$ cat src/rtl/lsu_pkg.sv
// Shared definitions for the memory-access stage: funct3 access-size codes,
// the request FSM state type and the writeback-mux select encodings.
package lsu_pkg;

    // funct3 encodings for loads/stores
    localparam logic [2:0] F3_B  = 3'b000;
    localparam logic [2:0] F3_H  = 3'b001;
    localparam logic [2:0] F3_W  = 3'b010;
    localparam logic [2:0] F3_BU = 3'b100;
    localparam logic [2:0] F3_HU = 3'b101;

    // ResultSrc encodings for the writeback mux
    localparam logic [1:0] RS_ALU = 2'b00;
    localparam logic [1:0] RS_MEM = 2'b01;
    localparam logic [1:0] RS_PC4 = 2'b10;

    // Data-memory request FSM
    typedef enum logic [0:0] {
        IDLE = 1'b0,
        WAIT = 1'b1
    } lsu_state_e;

endpackage

$ cat src/rtl/mem_stage_lsu_align.sv
// Combinational byte-lane logic for the memory stage.
// Ports:
//   funct3       access size / sign
//   addr_lo      effective address bits [1:0]
//   mem_read     load in flight
//   mem_write    store in flight
//   store_data   rs2 value
//   load_raw     raw word from memory
//   be           byte enables (all lanes for loads)
//   store_lanes  store data replicated into its byte lanes
//   load_ext     selected and sign/zero-extended load data
//   fault        illegal funct3 or misaligned access
module lsu_align
    import lsu_pkg::*;
(
    input  logic [2:0]  funct3,
    input  logic [1:0]  addr_lo,
    input  logic        mem_read,
    input  logic        mem_write,
    input  logic [31:0] store_data,
    input  logic [31:0] load_raw,
    output logic [3:0]  be,
    output logic [31:0] store_lanes,
    output logic [31:0] load_ext,
    output logic        fault
);

    logic [7:0]  byte_s;
    logic [15:0] half_s;

    // Fault detection: illegal size codes and misalignment
    always_comb begin
        fault = 1'b0;
        if (mem_read) begin
            case (funct3)
                F3_B, F3_BU: fault = 1'b0;
                F3_H, F3_HU: fault = addr_lo[0];
                F3_W:        fault = (addr_lo != 2'b00);
                default:     fault = 1'b1;
            endcase
        end else if (mem_write) begin
            case (funct3)
                F3_B:    fault = 1'b0;
                F3_H:    fault = addr_lo[0];
                F3_W:    fault = (addr_lo != 2'b00);
                default: fault = 1'b1;
            endcase
        end else begin
            fault = 1'b0;
        end
    end

    // Store lane placement; loads always enable the full word
    always_comb begin
        be          = 4'b1111;
        store_lanes = store_data;
        if (mem_write && !mem_read) begin
            case (funct3)
                F3_B: begin
                    be          = 4'b0001 << addr_lo;
                    store_lanes = {4{store_data[7:0]}};
                end
                F3_H: begin
                    be          = 4'b0011 << addr_lo;
                    store_lanes = {2{store_data[15:0]}};
                end
                default: begin
                    be          = 4'b1111;
                    store_lanes = store_data;
                end
            endcase
        end else begin
            be          = 4'b1111;
            store_lanes = store_data;
        end
    end

    // Load lane selection and extension
    always_comb begin
        case (addr_lo)
            2'd0:    byte_s = load_raw[7:0];
            2'd1:    byte_s = load_raw[15:8];
            2'd2:    byte_s = load_raw[23:16];
            2'd3:    byte_s = load_raw[31:24];
            default: byte_s = 8'h00;
        endcase
        half_s = addr_lo[1] ? load_raw[31:16] : load_raw[15:0];
        case (funct3)
            F3_B:    load_ext = {{24{byte_s[7]}}, byte_s};
            F3_H:    load_ext = {{16{half_s[15]}}, half_s};
            F3_W:    load_ext = load_raw;
            F3_BU:   load_ext = {24'h000000, byte_s};
            F3_HU:   load_ext = {16'h0000, half_s};
            default: load_ext = 32'h00000000;
        endcase
    end

endmodule

$ cat src/rtl/mem_stage_lsu.sv
// Memory-access stage of the RV32I pipeline: drives the req/ack data-memory
// port, stalls while an access is outstanding, watches for bus timeouts and
// holds the MEM/WB pipeline register.
// Ports:
//   CLK, RST_N                       clock, async active-low reset
//   *M inputs                        EX/MEM register fields
//   DMemReq/We/Addr/WData/Be         data-memory request side
//   DMemAck/DMemRData                data-memory response side
//   StallM                           freezes F/D/E/M registers
//   *W outputs                       MEM/WB register fields, ExcW exception
module mem_stage_lsu
    import lsu_pkg::*;
#(
    parameter int DATA_WIDTH     = 32,
    parameter int ADDRESS_WIDTH  = 5,
    parameter int FUNCT3_WIDTH   = 3,
    parameter int TIMEOUT_CYCLES = 16
) (
    input  logic                     CLK,
    input  logic                     RST_N,
    input  logic                     RegWriteM,
    input  logic [1:0]               ResultSrcM,
    input  logic                     MemWriteM,
    input  logic                     MemReadM,
    input  logic [DATA_WIDTH-1:0]    ALUResultM,
    input  logic [DATA_WIDTH-1:0]    WriteDataM,
    input  logic [ADDRESS_WIDTH-1:0] RdM,
    input  logic [DATA_WIDTH-1:0]    PCPlus4M,
    input  logic [FUNCT3_WIDTH-1:0]  funct3M,
    output logic                     DMemReq,
    output logic                     DMemWe,
    output logic [DATA_WIDTH-1:0]    DMemAddr,
    output logic [DATA_WIDTH-1:0]    DMemWData,
    output logic [3:0]               DMemBe,
    input  logic                     DMemAck,
    input  logic [DATA_WIDTH-1:0]    DMemRData,
    output logic                     StallM,
    output logic                     RegWriteW,
    output logic [1:0]               ResultSrcW,
    output logic [DATA_WIDTH-1:0]    ALUResultW,
    output logic [DATA_WIDTH-1:0]    ReadDataW,
    output logic [ADDRESS_WIDTH-1:0] RdW,
    output logic [DATA_WIDTH-1:0]    PCPlus4W,
    output logic                     ExcW
);

    localparam int CW = $clog2(TIMEOUT_CYCLES + 1);

    lsu_state_e            state_r;
    lsu_state_e            state_nx_s;
    logic [CW-1:0]         cnt_r;
    logic [CW-1:0]         cnt_nx_s;
    logic                  memop_s;
    logic                  fault_s;
    logic                  req_s;
    logic                  timeout_now_s;
    logic                  stall_s;
    logic                  exc_s;
    logic [DATA_WIDTH-1:0] load_ext_s;

    lsu_align u_align (
        .funct3      (funct3M),
        .addr_lo     (ALUResultM[1:0]),
        .mem_read    (MemReadM),
        .mem_write   (MemWriteM),
        .store_data  (WriteDataM),
        .load_raw    (DMemRData),
        .be          (DMemBe),
        .store_lanes (DMemWData),
        .load_ext    (load_ext_s),
        .fault       (fault_s)
    );

    assign memop_s  = MemReadM | MemWriteM;
    assign DMemWe   = MemWriteM;
    assign DMemAddr = {ALUResultM[DATA_WIDTH-1:2], 2'b00};
    assign DMemReq  = req_s;
    assign StallM   = stall_s;
    assign exc_s    = fault_s | timeout_now_s;

    // Request is gated by reset so it drops asynchronously mid-WAIT
    always_comb begin
        if (!RST_N) begin
            req_s = 1'b0;
        end else if (state_r == WAIT) begin
            req_s = 1'b1;
        end else begin
            req_s = memop_s & ~fault_s;
        end
    end

    // cnt_r counts cycles the request has been outstanding (IDLE cycle is 0)
    always_comb begin
        timeout_now_s = req_s & ~DMemAck & (cnt_r == CW'(TIMEOUT_CYCLES - 1));
        stall_s       = req_s & ~DMemAck & ~timeout_now_s;
    end

    // FSM next-state and watchdog counter update
    always_comb begin
        state_nx_s = IDLE;
        cnt_nx_s   = {CW{1'b0}};
        case (state_r)
            IDLE: begin
                if (stall_s) begin
                    state_nx_s = WAIT;
                    cnt_nx_s   = CW'(1);
                end else begin
                    state_nx_s = IDLE;
                    cnt_nx_s   = {CW{1'b0}};
                end
            end
            WAIT: begin
                if (stall_s) begin
                    state_nx_s = WAIT;
                    cnt_nx_s   = cnt_r + CW'(1);
                end else begin
                    state_nx_s = IDLE;
                    cnt_nx_s   = {CW{1'b0}};
                end
            end
            default: begin
                state_nx_s = IDLE;
                cnt_nx_s   = {CW{1'b0}};
            end
        endcase
    end

    // FSM state and counter registers
    always_ff @(posedge CLK or negedge RST_N) begin
        if (!RST_N) begin
            state_r <= IDLE;
            cnt_r   <= {CW{1'b0}};
        end else begin
            state_r <= state_nx_s;
            cnt_r   <= cnt_nx_s;
        end
    end

    // MEM/WB register; a stall loads a bubble and leaves data fields held
    always_ff @(posedge CLK or negedge RST_N) begin
        if (!RST_N) begin
            RegWriteW  <= 1'b0;
            ResultSrcW <= 2'b00;
            ALUResultW <= {DATA_WIDTH{1'b0}};
            ReadDataW  <= {DATA_WIDTH{1'b0}};
            RdW        <= {ADDRESS_WIDTH{1'b0}};
            PCPlus4W   <= {DATA_WIDTH{1'b0}};
            ExcW       <= 1'b0;
        end else if (stall_s) begin
            RegWriteW  <= 1'b0;
            ExcW       <= 1'b0;
        end else begin
            RegWriteW  <= RegWriteM & ~exc_s;
            ResultSrcW <= ResultSrcM;
            ALUResultW <= ALUResultM;
            ReadDataW  <= (MemReadM && DMemAck && !fault_s) ? load_ext_s : {DATA_WIDTH{1'b0}};
            RdW        <= RdM;
            PCPlus4W   <= PCPlus4M;
            ExcW       <= exc_s;
        end
    end

endmodule

$ cat config.mk
export PLATFORM = sky130hd
export DESIGN_NAME = mem_stage_lsu
export DESIGN_NICKNAME = d
export VERILOG_FILES = /design/src/rtl/lsu_pkg.sv /design/src/rtl/mem_stage_lsu_align.sv /design/src/rtl/mem_stage_lsu.sv
export SDC_FILE = /design/constraint.sdc
export NUM_CORES = 1
export LEC_CHECK = 0
export BUFFER_PORTS_ARGS = -buffer_cell sky130_fd_sc_hd__buf_2
export CAP_MARGIN = 10
export CORE_MARGIN = 4
export CORE_UTILIZATION = 40
export DETAILED_ROUTE_END_ITERATION = 16
export HOLD_SLACK_MARGIN = 0.1
export PLACE_DENSITY = 0.88
export SYNTH_ARGS = -nofsm -noshare
export SYNTH_HDL_FRONTEND = slang
export SYNTH_SLANG_ARGS = --single-unit
$ cat constraint.sdc
create_clock -name CLK -period 2.22 [get_ports CLK]
set_input_delay 0.444 -clock CLK [delete_from_list [all_inputs] [get_ports CLK]]
set_output_delay 0.444 -clock CLK [all_outputs]
set_load 0.005 [all_outputs]
# Word-level counts from Yosys, hierarchy flattened
# Cells that the tools add are included.
totals:
  input_bits: 144
  ff_bits: 111
  wordCells: 62
  out_inout_bits: 176
classes:
  eq_ne: 8
  bitwise: 12
  n_mux: 20
  shift: 2
  n_addsub: 1
  n_reduce_logical: 10
ops:
  columns: ["operator", "count"]
  rows:
  - ["32-bit one-hot mux with 5 select lines", 1]
  - ["32-bit two-way mux", 2]
  - ["32-bit one-hot mux with 2 select lines", 1]
  - ["8-bit one-hot mux with 4 select lines", 1]
  - ["16-bit two-way mux", 1]
  - ["5-bit one-hot mux with 2 select lines", 1]
  - ["1-bit two-way mux", 8]
  - ["4-bit one-hot mux with 2 select lines", 1]
  - ["3-bit equality test (second input constant)", 2]
  - ["1-bit one-hot mux with 3 select lines", 2]
  - ["5-bit by 1-bit adder with 5-bit output (second input constant)", 1]
  - ["1-bit AND", 5]
  - ["5-bit by 4-bit equality test with 1-bit output (second input constant)", 1]
  - ["5-bit two-way mux", 1]
  - ["1-bit inverter", 5]
  - ["2-bit equality test (second input constant)", 2]
  - ["4-bit two-way mux", 1]
  - ["2-bit OR reduction", 2]
  - ["1-bit by 2-bit << shifter with 4-bit output (first input constant)", 1]
  - ["2-bit by 2-bit << shifter with 4-bit output (first input constant)", 1]
  - ["3-bit by 1-bit equality test with 1-bit output (second input constant)", 1]
  - ["3-bit by 2-bit equality test with 1-bit output (second input constant)", 1]
  - ["1-bit logical AND", 3]
  - ["3-bit logical NOT", 1]
  - ["other kinds (5)", 7]

# Logic depth before layout (Yosys ltp)
# Gate-level depths: netlist (run 1).
logic_depth:
  word_depth: 14
  depth_mapped: 8
  mapped_depth_nobuf: 6

# By module
# A second synthesis (run 1) with hierarchy kept.
hier_totals:
  cells_unflattened: 476
  hier_area_um2: 5811.8
modules_own_cells:
  columns: ["module", "area_each_um2", "n_inst", "cells_per_inst"]
  rows:
  - ["mem_stage_lsu", 4410.5, 1, 289]
  - ["lsu_align", 1401.3, 1, 187]

# Worst setup path after synthesis (run 1)
# No wires, ideal clock.
synth_path:
  kind: "flip-flop to output port"
  from: "register cnt_r[0]"
  to: "output port StallM"
  path_stages_with_launch: 7
  n_path_buf: 2
  arrival_ps: 1806
  path_slack_ps: -30
  path_cell_list: "dfrtp_1 > ha_1 > and3_1 > ha_1 > a2111oi_4 > buf_4 > buf_2"
synth_via:
  elab_chain_len: 4
synth_lines:
  columns: ["item", "line", "rtl"]
  rows:
  - ["start: declaration", "mem_stage_lsu.sv:51", "logic [CW-1:0] cnt_r;"]
  - ["start signal: assignment", "mem_stage_lsu.sv:132", "cnt_r <= {CW{1'b0}};"]
  - ["start signal: assignment", "mem_stage_lsu.sv:135", "cnt_r <= cnt_nx_s;"]
  - ["5-bit by 4-bit equality test with 1-bit output", "mem_stage_lsu.sv:94", "timeout_now_s = req_s & ~DMemAck & (cnt_r == CW'(TIMEOUT_CYCLES - 1));"]
  - ["1-bit AND", "mem_stage_lsu.sv:94", null]
  - ["1-bit inverter", "mem_stage_lsu.sv:95", "stall_s = req_s & ~DMemAck & ~timeout_now_s;"]
  - ["1-bit AND", "mem_stage_lsu.sv:95", null]
  - ["end: declaration", "mem_stage_lsu.sv:37", "output logic StallM,"]
# No other way between the ends.

# Worst setup path in the final report (run 1)
layout_path:
  from: "register cnt_r[1]"
  to: "output port StallM"
# The elaborated chain is that of the path after synthesis.

==> results of run 1 <==
[where the power goes]
part	internal, W	switching (W)
logic	0.000462	0.000418
clock network	0.000919	0.000739
registers	0.00214	0.0000607
total	0.00352	0.00122
[flip-flops by register name, indices dropped and copies added (netlist names)]
name / count
ALUResultW: 32
ExcW: 1
PCPlus4W: 32
RdW: 5
ReadDataW: 32
RegWriteW: 1
ResultSrcW: 2
cnt_r: 5
state_r: 1
[layer usage]
| layer | up-vias | global-route usage [%] | routed length, um | part of all wire (%) |
|---|---|---|---|---|
| met5 | - | 0 | 0 | 0 |
| met4 | 0 | 8.83 | 548 | 3.2 |
| met3 | 38 | 4.88 | 1470 | 8.6 |
| met2 | 268 | 35.3 | 8740 | 51 |
| met1 | 2340 | 23.1 | 6340 | 37 |
| li1 | 2259 | - | - | - |
[through the flow]
stage	std cells	TNS (ns)	instance area [um^2]	hold WS, ns	total power, W
final	951	-0.0288	7700	0.199	0.00474
after global placement	927	-0.235	7280	0.457	0.00308
after detailed placement	927	-3.46	7280	0.465	0.00311
after floorplan	476	0	5640	0.148	0.00266
after CTS	947	-0.107	7650	0.257	0.00480
after global routing	951	-0.952	7700	0.289	0.00498
[final timing paths]
| path | from | to | slack [ns] |
|---|---|---|---|
| worst min-delay path | RST_N | ALUResultW[0]$_DFFE_PN0P_ | 0.20 |
| max in group asynchronous | RST_N | ExcW$_DFF_PN0_ | 1.52 |
| worst min register to register | ReadDataW[31]$_DFFE_PN0P_ | ReadDataW[31]$_DFFE_PN0P_ | 0.48 |
| worst max-delay path | cnt_r[1]$_DFF_PN0_ | StallM | -0.03 |
| min in group CLK | RegWriteM | RegWriteW$_DFF_PN0_ | 0.30 |
| worst max register to register | cnt_r[1]$_DFF_PN0_ | ALUResultW[18]$_DFFE_PN0P_ | 0 |
[repair_timing]
item                                   in CTS  in global routing
hold buffers                                0                  0
setup endpoints to repair                  78                 59
pin swaps                                   3                  0
gates cloned                                0                  2
buffers inserted                            4                  0
endpoints found under the hold margin       0                  0
gates resized for setup                     6                  2
[synthesized netlist by cell type (4+ instances only)]
master,n
mux2_1,5
o211ai_1,7
o21ai_0,4
a22o_1,8
clkbuf_1,16
nand2_1,29
a21o_1,17
mux2i_1,24
buf_4,43
nor2_1,20
buf_2,13
a21oi_1,9
mux2_2,82
dfrtp_1,111
a2bb2oi_1,14
a32o_1,8
a31oi_1,16
nand2b_1,6
[kinds of logic after synthesis]
kind of cell,after synthesis
mux,112
buf+inv,76
other cells,1
xor+xnor,2
simple gates,76
flops,111
fa+ha+maj,2
compound gates,95
[final cells by class]
type	count	area, um^2	share of cell area (%)
clock inverter	5	63.8	0.828
sequential	111	2780	36.1
multi-input combinational	289	2420	31.4
inverter	2	7.51	0.0974
tap	180	225	2.92
antenna	3	7.51	0.0974
timing repair buffer	350	1960	25.4
clock buffer	11	243	3.15
==> flow_metrics.py, run 1 <==
metrics = {
    "cts": {
        "cts.path.max_buffers": 2,
        "cts_root_buffer": "clkbuf_16",
        "clock_latency_ns": 0.35,
        "cts_tree": "built",
        "cts_max_level": 3,
        "clkTransAtPathRegs_ns": 0.07,
        "cts_made_buffers": 9,
        "cts.sinks": 111,
    },
    "synthesis": {
        "synth_compound_area_share_pct": 13.1,
        "async_flop_share_pct": 100,
        "synth_area_mm2": 0.00564,
        "synth_top_family_by_area": "multiplexers",
        "synth_cell_types": 49,
        "synthMuxAreaShare_pct": 22.0,
        "seq_area_frac_synth_pct": 49.3,
        "synth_xor_area_share_pct": 0.311,
        "synth-seq-cells": 111,
        "netlist_instances": 475,
        "yosys_warnings": 0,
        "synth-edff-count": 0,
        "avgSynthCellArea_um2": 11.9,
        "netlist_top_cells_area": "dfrtp_1 (49%), mux2_2 (16%), buf_4 (5.7%)",
        "yosys.area_share.adder_pct": 0.444,
        "synth_ff_type": "dfrtp_1",
        "synthSimpleGateAreaFrac_pct": 6.46,
        "synth_top_cell_by_area": "dfrtp_1",
        "synth_top_area_share_pct": 49.3,
    },
    "outcome": {
        "violations": "setup timing",
        "outcome": "finished, violations left",
    },
    "route": {
        "num_vias": 4905,
        "drt-total-wl_um": 17100,
        "first_pass_iters": 5,
        "viasPerCell": 5.16,
        "ant_nets": 0,
        "first_iter_violations": 235,
        "wl_per_cell_um": 18.0,
        "drc_errors": 0,
    },
    "finish": {
        "fill_cells": 1198,
        "utilization_pct": 55.7,
        "syn2layout_area_growth_pct": 36.6,
        "mostFrequentLayoutCells": "buf_2 (315), dfrtp_1 (111), mux2_2 (82), nand2_1 (29)",
        "nets": 909,
        "final_common_cell": "buf_2",
        "drive_gt1_share_pct": 59.9,
    },
    "setup_path": {
        "crit_chain": "ha_2 > and3_4 > ha_4 > a2111oi_4 > buf_6 > buf_6",
        "cp.buffers_inverters": 2,
        "cpMostUsedCell": "buf_6",
        "worst_setup_path_end_kind": "output pin",
        "critPathSlowestCell": "dfrtp_1",
        "criticalPathCategory": "reg2out",
        "cp.depth": 6,
        "slowest_delay_ns": 0.39,
        "start_kind": "flip-flop",
        "arrival_ns": 1.80,
        "worstPathRequired_ns": 1.78,
        "crit_family": "flip-flops",
        "worstRegToRegCells": 8,
        "crit_fanout": 2,
    },
    "min_path": {
        "hold_class": "in2async",
    },
    "sta": {
        "fin_crit_ns": 2.25,
        "rsz0062_at_grt": "yes",
        "hold_violations": 0,
        "slew_viol_final": 0,
        "slew_headroom_pct": 41.2,
        "finalClockSkew_ns": 0.00767,
        "final-setup-viol-count": 2,
        "fmax_ghz": 0.445,
        "layout_setup_ws_ns": -0.0254,
        "tightest_slew_ns": 0.880,
        "finalCritPeriodShare_pct": 101,
    },
    "place": {
        "place_ws_ns": -0.107,
        "portBuffers": 317,
        "dp_hpwl_um": 13400,
        "gp_congestion": 0.900,
    },
    "grt": {
        "grt_usage_pct": 20.1,
        "grt_pass1_vias": 4764,
        "grt_pass1_wl_um": 25400,
        "antenna_found_initial": 3,
        "grt_max_degree": 112,
        "grt.overflow.total": 0,
    },
    "floorplan": {
        "ios": 320,
        "core_region_area_mm2": 0.0138,
        "die_area_mm2": 0.0161,
        "num_rows": 43,
        "die_h_um": 127,
        "initial_utilization_pct": 40.8,
        "die_x_um": 127,
    },
    "pwr": {
        "leakagePower_nw": 3.99,
        "p_per_area_mw_per_mm2": 615,
        "irDropWorstVdd_mv": 0.343,
    },
    "run": {
        "cap_violations": 0,
    },
}
Power figures use the tool's default switching activity.
==> inputs of run 2 (changes only) <==
Settings changed: CORE_UTILIZATION 40 to 41, CTS_BUF_LIST set to sky130_fd_sc_hd__clkbuf_4 sky130_fd_sc_hd__clkbuf_8, PLACE_DENSITY 0.88 to 0.89.
==> flow_metrics.py, run 2 (synthesized netlist as in run 1, its figures left out) <==
metrics = {
    "outcome": {
        "outcome": "finished, violations left",
        "violations": "setup timing",
    },
    "route": {
        "viasPerCell": 5.19,
        "drt-total-wl_um": 16900,
        "wl_per_cell_um": 17.9,
        "first_pass_iters": 4,
        "ant_nets": 0,
        "drc_errors": 0,
        "first_iter_violations": 317,
        "num_vias": 4919,
    },
    "place": {
        "dp_hpwl_um": 13400,
        "portBuffers": 317,
        "place_inst": 928,
        "gp_congestion": 0.905,
        "place_ws_ns": -0.0476,
    },
    "grt": {
        "grt_pass1_vias": 4973,
        "antenna_found_initial": 1,
        "grt_max_degree": 112,
        "grt_usage_pct": 21.1,
        "grt_pass1_wl_um": 26300,
        "grt.overflow.total": 0,
    },
    "floorplan": {
        "num_rows": 42,
        "ios": 320,
        "core_region_area_mm2": 0.0133,
        "die_h_um": 125,
        "die_x_um": 125,
        "die_area_mm2": 0.0157,
        "initial_utilization_pct": 42.2,
    },
    "sta": {
        "rsz0062_at_grt": "yes",
        "slew_viol_final": 0,
        "slew_headroom_pct": 26.0,
        "finalClockSkew_ns": 0.0172,
        "finalCritPeriodShare_pct": 105,
        "fin_crit_ns": 2.32,
        "tightest_slew_ns": 1.11,
        "final-setup-viol-count": 42,
        "fmax_ghz": 0.431,
        "hold_violations": 0,
        "layout_setup_ws_ns": -0.103,
    },
    "pwr": {
        "irDropWorstVdd_mv": 0.284,
        "leakagePower_nw": 3.96,
        "p_per_area_mw_per_mm2": 576,
        "power_w": 0.00439,
    },
    "finish": {
        "final_common_cell": "buf_2",
        "layout.cells.non_filler": 947,
        "diodes": 0,
        "top_regs": "ALUResultW: 32 flops, PCPlus4W: 32 flops, ReadDataW: 32 flops",
        "drive_gt1_share_pct": 60.1,
        "syn2layout_area_growth_pct": 35.1,
        "nets": 912,
        "mostFrequentLayoutCells": "buf_2 (315), dfrtp_1 (111), mux2_2 (82), nand2_1 (29), buf_4 (28)",
    },
    "cts": {
        "cts_tree": "built",
        "cts_made_buffers": 9,
        "cts.path.max_buffers": 2,
        "cts_root_buffer": "clkbuf_8",
        "clock_latency_ns": 0.39,
        "cts_max_level": 3,
        "clkTransAtPathRegs_ns": 0.12,
        "postCtsHoldBufs": 0,
        "cts.sinks": 111,
    },
    "min_path": {
        "hold_class": "in2async",
    },
    "setup_path": {
        "crit_fanout": 2,
        "criticalPathCategory": "reg2out",
        "worst_setup_path_end_kind": "output pin",
        "worstPathRequired_ns": 1.78,
        "start_kind": "flip-flop",
        "arrival_ns": 1.88,
    },
    "run": {
        "cap_violations": 0,
    },
}
-- run 2: final cells by class --
type | instances | area, um^2
clock buffer | 10 | 138
clock inverter | 6 | 78.8
fill | 1130 | 5730
inverter | 2 | 7.51
multi-input combinational | 289 | 2430
sequential | 111 | 2780
tap | 176 | 220
timing repair buffer | 353 | 1960
-- run 2: repair_timing --
item | 4_1_cts | 5_1_grt
buffers inserted | 3 | 0
gates resized for setup | 9 | 0
setup endpoints to repair | 70 | 43
pin swaps | 4 | 1
-- run 2: final timing paths --
check	start	endpoint	slack, ns	cells after the start
setup / recovery	cnt_r[1]$_DFF_PN0_	StallM	-0.10	6
hold / removal	RST_N	ALUResultW[0]$_DFFE_PN0P_	0.16	2
setup reg to reg	cnt_r[1]$_DFF_PN0_	ALUResultW[9]$_DFFE_PN0P_	-0.08	8
hold reg to reg	ReadDataW[30]$_DFFE_PN0P_	ReadDataW[30]$_DFFE_PN0P_	0.48	1
max in group asynchronous	RST_N	ALUResultW[5]$_DFFE_PN0P_	1.59	2
min in group CLK	RegWriteM	RegWriteW$_DFF_PN0_	0.26	2
-- run 2: metrics by stage --
step                      hold slack, ns  utilization [%]  TNS (ns)  cell area [um^2]
final                              0.162             57.1     -2.68              7620
after global routing               0.201             57.1     -5.23              7620
after CTS                          0.186             57.1     -2.39              7620
after detailed placement           0.460             54.9    -0.905              7330
after global placement             0.455             54.9         0              7330
after floorplan                    0.148                -         0              5640
-- run 2: per-layer routing --
metal | up-vias | track usage (%) | part of all wire (%)
met4 | 2 | 9.18 | 3.0
met2 | 305 | 38.4 | 52
met5 | - | 0 | 0.071
met1 | 2311 | 23.1 | 35
met3 | 39 | 5.54 | 9.5
li1 | 2262 | - | -
-- run 2: worst max-delay path: stages (launching register included) --
cell and delay [ns]:
dfrtp_1 0.40, ha_2 0.19, and3_4 0.18, ha_4 0.17
a2111oi_4 0.30, buf_12 0.16, buf_6 0.09
-- run 2: power by group --
part           switching [W]  internal, W  total [W]
Sequential         0.0000627      0.00214    0.00220
Clock               0.000723     0.000572    0.00130
Combinational       0.000425     0.000462   0.000887
==> inputs of run 3 (changes only) <==
Settings changed: TNS_END_PERCENT set to 10.
==> flow_metrics.py, run 3 (synthesized netlist as in run 1, its figures left out) <==
metrics = {
    "outcome": {
        "outcome": "finished, violations left",
        "violations": "setup timing",
    },
    "cts": {
        "cts_tree": "built",
        "cts_root_buffer": "clkbuf_8",
        "cts_made_buffers": 9,
        "postCtsHoldBufs": 0,
        "cts_max_level": 3,
        "cts.sinks": 111,
        "clkTransAtPathRegs_ns": 0.12,
        "clock_latency_ns": 0.39,
        "cts.path.max_buffers": 2,
    },
    "sta": {
        "rsz0062_at_grt": "yes",
        "fin_crit_ns": 2.32,
        "setup_tns_ns": -2.32,
        "slew_headroom_pct": 25.7,
        "tightest_slew_ns": 1.11,
        "slew_viol_final": 0,
        "finalClockSkew_ns": 0.0168,
        "hold_violations": 0,
        "final-setup-viol-count": 42,
        "fmax_ghz": 0.431,
        "finalCritPeriodShare_pct": 105,
        "layout_setup_ws_ns": -0.101,
    },
    "setup_path": {
        "arrival_ns": 1.88,
        "worst_setup_path_end_kind": "output pin",
        "r2r_setup_slack_ns": -0.07,
        "crit_fanout": 2,
        "worstPathRequired_ns": 1.78,
        "start_kind": "flip-flop",
        "criticalPathCategory": "reg2out",
    },
    "finish": {
        "drive_gt1_share_pct": 60.1,
        "final_common_cell": "buf_2",
        "nets": 912,
        "utilization_pct": 57.0,
        "syn2layout_area_growth_pct": 34.9,
        "top_regs": "ALUResultW: 32 flops, PCPlus4W: 32 flops, ReadDataW: 32 flops",
        "final_area_mm2": 0.00761,
        "mostFrequentLayoutCells": "buf_2 (315), dfrtp_1 (111), mux2_2 (82), buf_4 (30), nand2_1 (29)",
        "fill_cells": 1132,
        "diodes": 0,
    },
    "place": {
        "gp_congestion": 0.905,
        "portBuffers": 317,
        "place_ws_ns": -0.0476,
        "placed_area_mm2": 0.00733,
        "dp_hpwl_um": 13400,
    },
    "run": {
        "cap_violations": 0,
    },
    "pwr": {
        "power_w": 0.00439,
        "leakagePower_nw": 3.95,
        "irDropWorstVdd_mv": 0.284,
        "p_per_area_mw_per_mm2": 577,
    },
    "route": {
        "num_vias": 4920,
        "viasPerCell": 5.20,
        "drt-total-wl_um": 16900,
        "first_pass_iters": 5,
        "ant_nets": 0,
        "first_iter_violations": 309,
        "drc_errors": 0,
        "wl_per_cell_um": 17.8,
    },
    "grt": {
        "grt_pass1_wl_um": 26300,
        "grt.overflow.total": 0,
        "grt_usage_pct": 21.1,
        "grt_max_degree": 112,
        "grt_pass1_vias": 4972,
        "antenna_found_initial": 1,
    },
    "floorplan": {
        "die_area_mm2": 0.0157,
        "core_region_area_mm2": 0.0133,
        "die_x_um": 125,
        "num_rows": 42,
        "initial_utilization_pct": 42.2,
        "die_h_um": 125,
        "ios": 320,
    },
    "min_path": {
        "hold_class": "in2async",
    },
}
run 3: cell count changes in the layout (fill, tap and decap cells not counted):
cell	delta
buf_6	-2
buf_4	+2
run 3: through the flow:
step	instances	hold WS [ns]
detailed placement	928	0.460
floorplan	476	0.148
CTS	947	0.186
finish	947	0.154
global placement	928	0.455
global route	947	0.201
run 3: area by class of cell:
type                       instances  area (um^2)  share of cell area (%)
clock buffer                      10          138                    1.81
clock inverter                     6         78.8                    1.04
inverter                           2         7.51                  0.0987
multi-input combinational        289         2430                    32.0
sequential                       111         2780                    36.5
tap                              176          220                    2.89
timing repair buffer             353         1950                    25.7
run 3: path summary, 6_finish.rpt:
check	start	end	depth (start not counted)
max in group asynchronous	RST_N	ALUResultW[5]$_DFFE_PN0P_	2
worst min-delay path	RST_N	cnt_r[3]$_DFF_PN0_	2
worst max register to register	cnt_r[1]$_DFF_PN0_	PCPlus4W[23]$_DFFE_PN0P_	8
worst min register to register	ReadDataW[30]$_DFFE_PN0P_	ReadDataW[30]$_DFFE_PN0P_	1
worst max-delay path	cnt_r[1]$_DFF_PN0_	StallM	6
min in group CLK	RegWriteM	RegWriteW$_DFF_PN0_	2
run 3: repair_timing:
item	in CTS	in global routing
pin swaps	4	1
resized for setup	7	0
buffers inserted	3	0
setup endpoints to repair	70	43
run 3: metal layers:
layer / part of all wire (%) / GRT usage [%] / up-vias
met1: 35 / 23.1 / 2300
li1: - / - / 2265
met5: 0.071 / 0 / -
met2: 52 / 38.4 / 311
met3: 9.3 / 5.54 / 42
met4: 3.0 / 9.18 / 2
run 3: critical path, stage by stage, from the launching register on:
cell and delay (ns):
dfrtp_1 0.40, ha_2 0.19, and3_4 0.18, ha_4 0.17
a2111oi_4 0.30, buf_12 0.16, buf_6 0.09
run 3: report_power, final:
group | switching [W] | total [W] | internal (W) | leakage, nW
registers | 0.0000626 | 0.00220 | 0.00214 | 1.38
clock network | 0.000727 | 0.00130 | 0.000572 | 0.108
logic | 0.000425 | 0.000885 | 0.000460 | 2.47
total | 0.00121 | 0.00439 | 0.00317 | 3.95
